## src/rtl/breath_led_pkg.sv

```systemverilog
// ---------------------------------------------------------------------------
// breath_led_pkg
// Shared definitions for the breath_led_array LED driver.
//   MODE_OFF / MODE_ON / MODE_BREATH / MODE_BLINK : 2-bit channel mode codes
//   start_value() : initial ramp accumulator value for channel k
// ---------------------------------------------------------------------------
package breath_led_pkg;

    typedef logic [1:0] mode_t;

    localparam mode_t MODE_OFF    = 2'b00;
    localparam mode_t MODE_ON     = 2'b01;
    localparam mode_t MODE_BREATH = 2'b10;
    localparam mode_t MODE_BLINK  = 2'b11;

    // With phase spreading, channels are staggered evenly over the ramp range
    // so the board LEDs do not pulse in lockstep; otherwise all start at zero.
    function automatic longint unsigned start_value(input int k,
                                                    input int ch_num,
                                                    input int duty_w,
                                                    input bit phase_spread);
        longint unsigned span;
        if (!phase_spread) begin
            return 64'd0;
        end
        span = (64'd1 << duty_w) / 64'(ch_num);
        return 64'(k) * span;
    endfunction

endpackage

```

## src/rtl/breath_led_chan.sv

```systemverilog
// ---------------------------------------------------------------------------
// breath_led_chan
// One LED channel: mode/rate config registers, ramp accumulator with
// direction, peak pulse and the PWM lit compare.
//   i_clk   : system clock
//   i_rst   : synchronous reset, active high
//   i_sync  : realign the ramp to START, direction up
//   i_cnt   : shared PWM counter
//   i_we    : config write strobe already decoded for this channel
//   i_mode  : new mode (OFF/ON/BREATH/BLINK)
//   i_rate  : new ramp rate exponent, step = 1 << rate
//   o_led   : registered LED pin
//   o_peak  : one-cycle pulse when the ramp clamps at MAX
// ---------------------------------------------------------------------------
module breath_led_chan
    import breath_led_pkg::*;
#(
    parameter int                PWM_W      = 8,
    parameter int                DUTY_W     = 21,
    parameter int                RATE_W     = 4,
    parameter int                ACTIVE_LOW = 1,
    parameter logic [DUTY_W-1:0] START      = '0
) (
    input  logic              i_clk,
    input  logic              i_rst,
    input  logic              i_sync,
    input  logic [PWM_W-1:0]  i_cnt,
    input  logic              i_we,
    input  logic [1:0]        i_mode,
    input  logic [RATE_W-1:0] i_rate,
    output logic              o_led,
    output logic              o_peak
);

    localparam logic [DUTY_W-1:0] MAX    = '1;
    localparam logic              LOW_ON = (ACTIVE_LOW != 0);

    mode_t             mode;
    logic [RATE_W-1:0] rate;
    logic [DUTY_W-1:0] duty;
    logic              dir_down;

    logic [RATE_W-1:0] eff_rate;
    logic [DUTY_W-1:0] step;
    logic [PWM_W-1:0]  level;
    logic              mode_change;
    logic              lit;
    logic [DUTY_W-1:0] duty_nxt;
    logic              dir_nxt;
    logic              peak_nxt;

    // A write lands its rate on the same edge, so the step taken on the
    // write edge already uses the new rate. A changed mode restarts the ramp
    // while a rate-only write keeps the ramp position. The clamps at MAX and
    // zero mean the accumulator can never wrap; OFF/ON park the ramp.
    always_comb begin
        eff_rate    = i_we ? i_rate : rate;
        step        = DUTY_W'(1) << eff_rate;
        level       = duty[DUTY_W-1 -: PWM_W];
        mode_change = i_we && (i_mode != mode);
        duty_nxt    = duty;
        dir_nxt     = dir_down;
        peak_nxt    = 1'b0;

        case (mode)
            MODE_OFF:    lit = 1'b0;
            MODE_ON:     lit = 1'b1;
            MODE_BREATH: lit = (level > i_cnt);
            default:     lit = dir_down;
        endcase

        if (i_sync || mode_change) begin
            duty_nxt = START;
            dir_nxt  = 1'b0;
        end else if (mode == MODE_BREATH || mode == MODE_BLINK) begin
            if (!dir_down) begin
                if ((MAX - duty) <= step) begin
                    duty_nxt = MAX;
                    dir_nxt  = 1'b1;
                    peak_nxt = 1'b1;
                end else begin
                    duty_nxt = duty + step;
                end
            end else begin
                if (duty <= step) begin
                    duty_nxt = '0;
                    dir_nxt  = 1'b0;
                end else begin
                    duty_nxt = duty - step;
                end
            end
        end else begin
            duty_nxt = '0;
            dir_nxt  = 1'b0;
        end
    end

    // Channel state register. The pin is the lit decision of the current
    // duty/cnt, registered, so it trails the ramp by one cycle.
    always_ff @(posedge i_clk) begin
        if (i_rst) begin
            mode     <= MODE_BREATH;
            rate     <= '0;
            duty     <= START;
            dir_down <= 1'b0;
            o_peak   <= 1'b0;
            o_led    <= LOW_ON;
        end else begin
            if (i_we) begin
                mode <= i_mode;
                rate <= i_rate;
            end
            duty     <= duty_nxt;
            dir_down <= dir_nxt;
            o_peak   <= peak_nxt;
            o_led    <= lit ^ LOW_ON;
        end
    end

endmodule

```

## src/rtl/breath_led_array.sv

```systemverilog
// ---------------------------------------------------------------------------
// breath_led_array
// Multi-channel PWM LED driver for board status LEDs.
//   i_clk      : system clock
//   i_rst      : synchronous reset, active high
//   i_sync     : realign all ramps and the PWM counter
//   i_cfg_we   : config write strobe
//   i_cfg_ch   : target channel (out-of-range writes are ignored)
//   i_cfg_mode : 00 OFF, 01 ON, 10 BREATH, 11 BLINK
//   i_cfg_rate : ramp rate exponent
//   o_led      : LED pins, registered
//   o_peak     : one-cycle pulse per channel when its ramp reaches MAX
// ---------------------------------------------------------------------------
module breath_led_array
    import breath_led_pkg::*;
#(
    parameter int CH_NUM       = 4,
    parameter int PWM_W        = 8,
    parameter int DUTY_W       = 21,
    parameter int RATE_W       = 4,
    parameter int ACTIVE_LOW   = 1,
    parameter int PHASE_SPREAD = 0,
    localparam int CH_W        = (CH_NUM > 1) ? $clog2(CH_NUM) : 1
) (
    input  logic              i_clk,
    input  logic              i_rst,
    input  logic              i_sync,
    input  logic              i_cfg_we,
    input  logic [CH_W-1:0]   i_cfg_ch,
    input  logic [1:0]        i_cfg_mode,
    input  logic [RATE_W-1:0] i_cfg_rate,
    output logic [CH_NUM-1:0] o_led,
    output logic [CH_NUM-1:0] o_peak
);

    logic [PWM_W-1:0] cnt;

    // Free-running PWM counter shared by every channel; sync snaps it to zero
    // so all channels restart their PWM period together.
    always_ff @(posedge i_clk) begin
        if (i_rst) begin
            cnt <= '0;
        end else if (i_sync) begin
            cnt <= '0;
        end else begin
            cnt <= cnt + PWM_W'(1);
        end
    end

    // One channel instance per LED. A channel index that does not exist never
    // matches any k, which is how out-of-range writes get dropped.
    for (genvar k = 0; k < CH_NUM; k++) begin : g_ch
        localparam logic [DUTY_W-1:0] START =
            DUTY_W'(start_value(k, CH_NUM, DUTY_W, PHASE_SPREAD != 0));

        logic wr;
        assign wr = i_cfg_we && (i_cfg_ch == CH_W'(k));

        breath_led_chan #(
            .PWM_W      (PWM_W),
            .DUTY_W     (DUTY_W),
            .RATE_W     (RATE_W),
            .ACTIVE_LOW (ACTIVE_LOW),
            .START      (START)
        ) u_chan (
            .i_clk  (i_clk),
            .i_rst  (i_rst),
            .i_sync (i_sync),
            .i_cnt  (cnt),
            .i_we   (wr),
            .i_mode (i_cfg_mode),
            .i_rate (i_cfg_rate),
            .o_led  (o_led[k]),
            .o_peak (o_peak[k])
        );
    end

endmodule

```

## config.mk

```make
export PLATFORM = sky130hd
export DESIGN_NAME = breath_led_array
export DESIGN_NICKNAME = d
export VERILOG_FILES = /design/src/rtl/breath_led_pkg.sv /design/src/rtl/breath_led_chan.sv /design/src/rtl/breath_led_array.sv
export SDC_FILE = /design/constraint.sdc
export NUM_CORES = 1
export LEC_CHECK = 0
export CORE_ASPECT_RATIO = 0.75
export CORE_UTILIZATION = 50
export CTS_BUF_LIST = sky130_fd_sc_hd__clkbuf_4
export DETAILED_ROUTE_END_ITERATION = 8
export PLACE_DENSITY_LB_ADDON = 0.2
export SYNTH_ARGS = -nofsm -noshare
export SYNTH_HDL_FRONTEND = slang
export SYNTH_HIERARCHICAL = 1
export SYNTH_SLANG_ARGS = --single-unit
```

## constraint.sdc

```tcl
create_clock -name i_clk -period 6.75 [get_ports i_clk]
set_input_delay 2.025 -clock i_clk [delete_from_list [all_inputs] [get_ports i_clk]]
set_output_delay 2.025 -clock i_clk [all_outputs]
set_load 0.01 [all_outputs]
```

==> insert_results.sql <==
INSERT INTO impl_metrics (metric_group, metric, value, unit) VALUES
('outcome', 'run_status', 'completed', ''),
('floorplanning', 'vertical_extent_of_the_die', '156', 'um'),
('drt', 'route.antenna.remaining_nets', '0', ''),
('sta', 'final.period_utilization', '90.4', '%'),
('critical_path', 'rr_endpoint', 'g_ch[0].u_chan/duty[10]', ''),
('sta', 'setup_total_negative_slack', '0', 'ns'),
('grt', 'grt_start_max_net_pins', '25', ''),
('sta', 'fin_crit', '6.10', 'ns'),
('clock_tree', 'cts.hold.buffers_added', '0', ''),
('synth', 'cell_variety_after_synth', '103', ''),
('synth', 'ys_top_cells_by_area', 'ha_1 18%, dfxtp_1 16%, inv_1 5.7%', ''),
('synth', 'synth_top_area_share', '18.1', '%'),
('synth', 'synth.avg_cell_area', '7.45', 'um2'),
('power_and_ir_drop', 'pwr_density_cell', '196', 'nW/um2'),
('synth', 'synth_area_leader_cell', 'ha_1', ''),
('floorplanning', 'placement_rows', '55', ''),
('sta', 'hold_viol', '0', ''),
('grt', 'first_pass_grt_wire_length', '77500', 'um'),
('finish', 'utilization', '55.2', '%'),
('placement', 'gp_congestion', '0.942', ''),
('critical_path', 'r2r-start', 'g_ch[0].u_chan/rate[1]', ''),
('drt', 'detail_route.iter0.violations', '1437', ''),
('synth', 'post_synth_most_frequent_cells', '240 x inv_1, 229 x ha_1, 216 x nor2_1', ''),
('sta', 'hold_slack', '0.572', 'ns'),
('synth', 'synth_edf_count', '0', ''),
('drt', 'detailroute.wirelength.met2', '20200', 'um'),
('synth', 'synth_fp_nets', '2369', ''),
('critical_path', 'worstPathMaxFanout', '15', ''),
('finish', 'drive_above_1_share', '8.57', '%'),
('synth', 'synth_seq_area_share', '16.2', '%'),
('drt', 'firstDrtPassIters', '8', ''),
('clock_tree', 'numCtsBuffers', '17', ''),
('placement', 'buffer_ports.inserted', '19', ''),
('synth', 'syn_warnings', '6', ''),
('clock_tree', 'htree_levels', '4', ''),
('synth', 'synth_cells', '2120', ''),
('clock_tree', 'post_cts.resized_instances', '0', ''),
('sta', 'max_slew_violation_count', '0', ''),
('sta', 'setup_violations', '0', ''),
('floorplanning', 'ios', '20', ''),
('critical_path', 'worst-setup-path-type', 'input pin to register', ''),
('floorplanning', 'core_area', '30600', 'um2'),
('power_and_ir_drop', 'fin_total_pwr', '3320', 'uW'),
('sta', 'final.setup.worst_slack', '0.650', 'ns'),
('grt', 'antenna_found_initial', '1', ''),
('clock_tree', 'max-clock-path-buffers', '2', ''),
('placement', 'worst_setup_slack_after_placement', '0.0270', 'ns'),
('sta', 'rsz0062_at_grt', 'no', ''),
('hold_path', 'worst_hold_path_type', 'register to register', ''),
('sta', 'clock_skew', '0.0315', 'ns'),
('finish', 'design.final.nets', '2384', ''),
('synth', 'post_synth_instance_area', '15800', 'um2'),
('critical_path', 'reg2regPathDepth', '11', ''),
('synth', 'ys_async_sr_fraction', '0', '%'),
('drt', 'number_of_remaining_drc_errors', '0', ''),
('critical_path', 'crit_start', 'i_cfg_ch[0]', ''),
('clock_tree', 'ctsRootBufferMaster', 'clkbuf_4', ''),
('grt', 'overflow', '0', ''),
('sta', 'pin_slew_with_the_least_headroom_to_its_limit', '0.850', 'ns'),
('grt', 'number_of_global_route_vias_before_repair', '14700', ''),
('drt', 'highest_signal_layer_in_the_routed_design', 'met4', ''),
('clock_tree', 'cts.repair_timing.setup_buffer_count', '0', ''),
('sta', 'timing.max_slew.rel_slack', '43.2', '%'),
('drt', 'route.met3.wl', '4330', 'um'),
('critical_path', 'r2r_slack', '2.90', 'ns'),
('floorplanning', 'floorplan.die_area', '32300', 'um2'),
('clock_tree', 'clk_latency', '0.64', 'ns'),
('critical_path', 'critPathLaunchType', 'input pin', ''),
('drt', 'wirelength_met1', '23100', 'um'),
('sta', 'clock.fmax', '0.164', 'GHz'),
('floorplanning', 'die_x', '207', 'um');
## how the worst min path moves through the flow
stage / start / end / depth (start not counted)
2_1_floorplan: g_ch[3].u_chan/mode[0] / g_ch[3].u_chan/o_led / 1
3_3_place_gp: g_ch[0].u_chan/rate[0] / g_ch[0].u_chan/rate[0] / 2
3_5_place_dp: g_ch[0].u_chan/rate[1] / g_ch[0].u_chan/rate[1] / 2
4_1_cts: g_ch[0].u_chan/rate[1] / g_ch[0].u_chan/rate[1] / 2
5_1_grt: g_ch[3].u_chan/mode[0] / g_ch[3].u_chan/mode[0] / 2
6_report: g_ch[0].u_chan/mode[0] / g_ch[0].u_chan/mode[0] / 2
## layout make-up
cell class | instances | area, um2
timing repair buffer | 84 | 678
inverter | 241 | 905
fill | 2919 | 13700
antenna | 5 | 12.5
sequential | 128 | 2560
tap | 399 | 499
clock inverter | 15 | 208
clock buffer | 17 | 128
multi-input combinational | 1663 | 11900
## critical path: stages
cell and delay (ns):
clkdlybuf4s50_1 0.53, and3b_1 0.53, mux2_2 0.42, nor2_1 0.21, nand2_1 0.18, ha_1 0.43
nor2_1 0.08, o311a_1 0.36, o2111a_1 0.31, o31a_1 0.37, o31ai_4 0.76, o221a_2 0.33
o21ai_0 0.07
## per-layer routing
metal  global-route usage, %  up-vias
li1                        -     7619
met1                    42.9     7520
met2                    44.5      684
met3                    6.54       62
met4                    7.11        0
met5                       0        -
## placed cells by master (no fill, tap or decap), types with 22 or more instances in the layout
| master | n |
|---|---|
| nand3_1 | 55 |
| nor3_1 | 43 |
| a31oi_1 | 27 |
| nor2_1 | 216 |
| a21oi_1 | 123 |
| xnor2_1 | 35 |
| mux2i_1 | 25 |
| nor2b_1 | 50 |
| o21ai_0 | 118 |
| a21o_1 | 41 |
| inv_1 | 240 |
| nand2_1 | 168 |
| ha_1 | 229 |
| dfxtp_1 | 128 |
| nand2b_1 | 44 |
| a221oi_1 | 25 |
| o21ai_1 | 22 |
| buf_4 | 65 |
## registers in the layout (all words and copies together), names as in the netlist
signal	count
g_ch.u_chan/duty	84
g_ch.u_chan/mode	8
g_ch.u_chan/dir_down	4
g_ch.u_chan/rate	16
g_ch.u_chan/o_peak	4
g_ch.u_chan/o_led	4
cnt	8
## where the power goes
group | switching (uW) | internal (uW) | total [uW]
Sequential | 52.3 | 809 | 861
Combinational | 1060 | 718 | 1780
Clock | 379 | 298 | 676
Total | 1490 | 1820 | 3320
## logic make-up (layout without fill, tap and decap cells)
family	count (synthesis)	after routing	share of synthesized area [%]
multiplexers	33	33	2.15
adder cells (fa/ha/maj)	237	237	19.2
AO/OA/AOI/OAI	644	644	29.6
buffers and inverters	329	357	8.42
other	0	5	0
XOR/XNOR	51	51	2.83
AND/OR/NAND/NOR	698	698	21.6
flip-flops	128	128	16.2
## per-stage QoR
step	cells	area [um2]
finish	2552	16900
global route	2552	16900
CTS	2547	16900
detailed placement	2515	16500
global placement	2515	16500
floorplan	2120	15800
Note: power is estimated with default switching activity, not from simulation.
==> variant: new RTL, same flow settings <==
`DUTY_W` is set to 21 in 2 places; all go to 29.
--- a/src/rtl/breath_led_chan.sv
+++ b/src/rtl/breath_led_chan.sv
@@ -18,3 +18,3 @@
     parameter int                PWM_W      = 8,
-    parameter int                DUTY_W     = 21,
+    parameter int                DUTY_W     = 29,
     parameter int                RATE_W     = 4,
--- a/src/rtl/breath_led_array.sv
+++ b/src/rtl/breath_led_array.sv
@@ -18,3 +18,3 @@
     parameter int PWM_W        = 8,
-    parameter int DUTY_W       = 21,
+    parameter int DUTY_W       = 29,
     parameter int RATE_W       = 4,
Check against the original RTL: not equivalent (Yosys sat finds a counterexample within 4 cycles, from zero or initial values and one cycle with i_rst high).
==> variant against the original RTL <==
  * Sequential cell count rose by 32
  * Highest routed layer unchanged
  * Worst setup slack improved by 0.16 ns
  * Largest cell class unchanged
  * Via count rose by 12%
  * Synthesized area up 13%
  * Wire length grew 11%
  * Register-to-register slack worse by 0.14 ns
  * Final area rose by 12%
  * Total power rose by 12%
  * Sequential power increased by 22%
  * Synthesized cell count up 12%
==> variant: results <==
set metrics [dict create \
    hold_ws_ns 0.5348 \
    grt_max_degree 28 \
    wire_per_inst_um 18.85 \
    grt_pass1_wl_mm 87.39 \
    cts.path.max_buffers 2 \
    worstMarginPinSlew_ns 0.8989 \
    place_inst 2828 \
    drive_gt1_share_pct 7.990 \
    worstReg2RegStart "g_ch[0].u_chan/rate[0]" \
    n_fill_cell 3360 \
    first_global_vias 16632 \
    synth_seq_area_share_pct 18.01 \
    synth_area_leaders "dfxtp_1, ha_1, inv_1" \
    hold_path_end "g_ch[3].u_chan/duty[18]" \
    fin_skew_ns 0.02629 \
    intPower_mw 2.020 \
    r2r_slack_ns 2.76 \
    layout.nets 2643 \
    clock_latency_ns 0.65 \
    p_leak_nw 8.124 \
    hold_class "reg2reg" \
    first_pass_iters 6 \
    dp_hpwl_mm 41.00 \
    track_usage_pct 29.92 \
    status "complete, no violations" \
    clk_pin_slew_ns 0.15 \
    cp_top_family "compound AO/OA/AOI/OAI gates" \
    antenna_found_initial 1 \
    yosysWarnings 6 \
    r2r-end "g_ch[0].u_chan/duty[10]" \
    min_path_cells 1 \
    top_regs "g_ch.u_chan/duty (116), g_ch.u_chan/rate (16)" \
    hp-start "g_ch[3].u_chan/duty[18]" \
    vias 17837 \
    max_stage_delay_ns 0.73 \
    place_congestion 0.9551 \
    stdcell_count 2861 \
    clock-root-buffer "clkbuf_4" \
    r2r_cells 12 \
    avgSynthCellArea_um2 7.490 \
    io_buffers 19 \
    ys_types 102 \
    drt_iter0_markers 1804 \
    critPathSlowestCell "o31ai_1" \
    ir_worst_vdd_v 0.0001626 \
    cp.arrival_ns 6.46 \
    cp_max_fo 19 \
    yosys-top-cells-count "inv_1, ha_1, nand2_1" \
]
[variant: cell types whose count changed after synthesis, sizes merged, moves of 19 or more]
cell and change:
nor2 -37, xnor2 +28, o211ai +25, dfxtp +32
a21oi +41, clkbuf +19, nand2 +27
[variant: per-stage QoR]
step                util, %  instance area, µm²  setup slack, ns
finish                54.35               18940           0.8148
global route          54.35               18940           0.4020
CTS                   54.35               18940           0.9315
detailed placement    53.58               18670           0.2475
global placement      53.58               18670           0.3448
floorplan                 -               17790            1.176
[variant: power by group through the flow]
stage                     clock network (mW)  logic [mW]  registers (mW)
after CTS                              0.641        2.00            1.05
after detailed placement                   0        1.99            1.07
after global placement                     0        1.96            1.07
after global routing                   0.678        2.25            1.06
after floorplan                            0        1.47            1.06
final                                  0.623        2.04            1.05
[variant: layer usage]
metal | part of all wire, % | global-route usage (%) | vias up
li1 | - | - | 8648
met1 | 48 | 43.11 | 8415
met2 | 43 | 46.47 | 708
met3 | 7.7 | 4.872 | 66
met4 | 1.3 | 6.332 | 0
met5 | 0 | 0 | -
[variant: cell type report]
type                    instances  share of cell area [%]
inverters                     245                   4.856
diodes                          1                 0.01321
clock inverters                14                  0.6937
multi-input cells            1866                   69.58
flip-flops and latches        160                   16.91
well taps                     457                   3.019
clock buffers                  18                  0.7135
repair buffers                100                   4.215
[variant: how the worst max path moves through the flow]
stage	end	slack (ns)	depth (start not counted)
after floorplan	g_ch[0].u_chan/duty[27]	1.18	15
after detailed placement	g_ch[1].u_chan/duty[28]	0.25	15
after global placement	g_ch[0].u_chan/duty[27]	0.34	16
after CTS	g_ch[1].u_chan/duty[28]	0.93	15
after global routing	g_ch[1].u_chan/duty[28]	0.40	15
final	g_ch[1].u_chan/duty[28]	0.81	15
[variant: kinds of logic after synthesis]
group | Yosys count | synth area share [%]
compound gates | 770 | 30.12
xor+xnor | 82 | 4.037
fa+ha+maj | 241 | 17.29
buf+inv | 349 | 7.962
flops | 160 | 18.01
mux | 16 | 0.9073
simple gates | 757 | 21.68
[variant: worst register-to-register path, stage by stage, from the launching register on]
cell,delay [ns]
dfxtp_1,0.38
o32ai_1,0.62
nand2_1,0.23
ha_1,0.44
buf_4,0.21
or4_1,0.50
nor3_1,0.23
nand2b_1,0.10
a31oi_1,0.28
o21ai_1,0.18
and2_4,0.28
o221a_2,0.33
o21ai_1,0.15
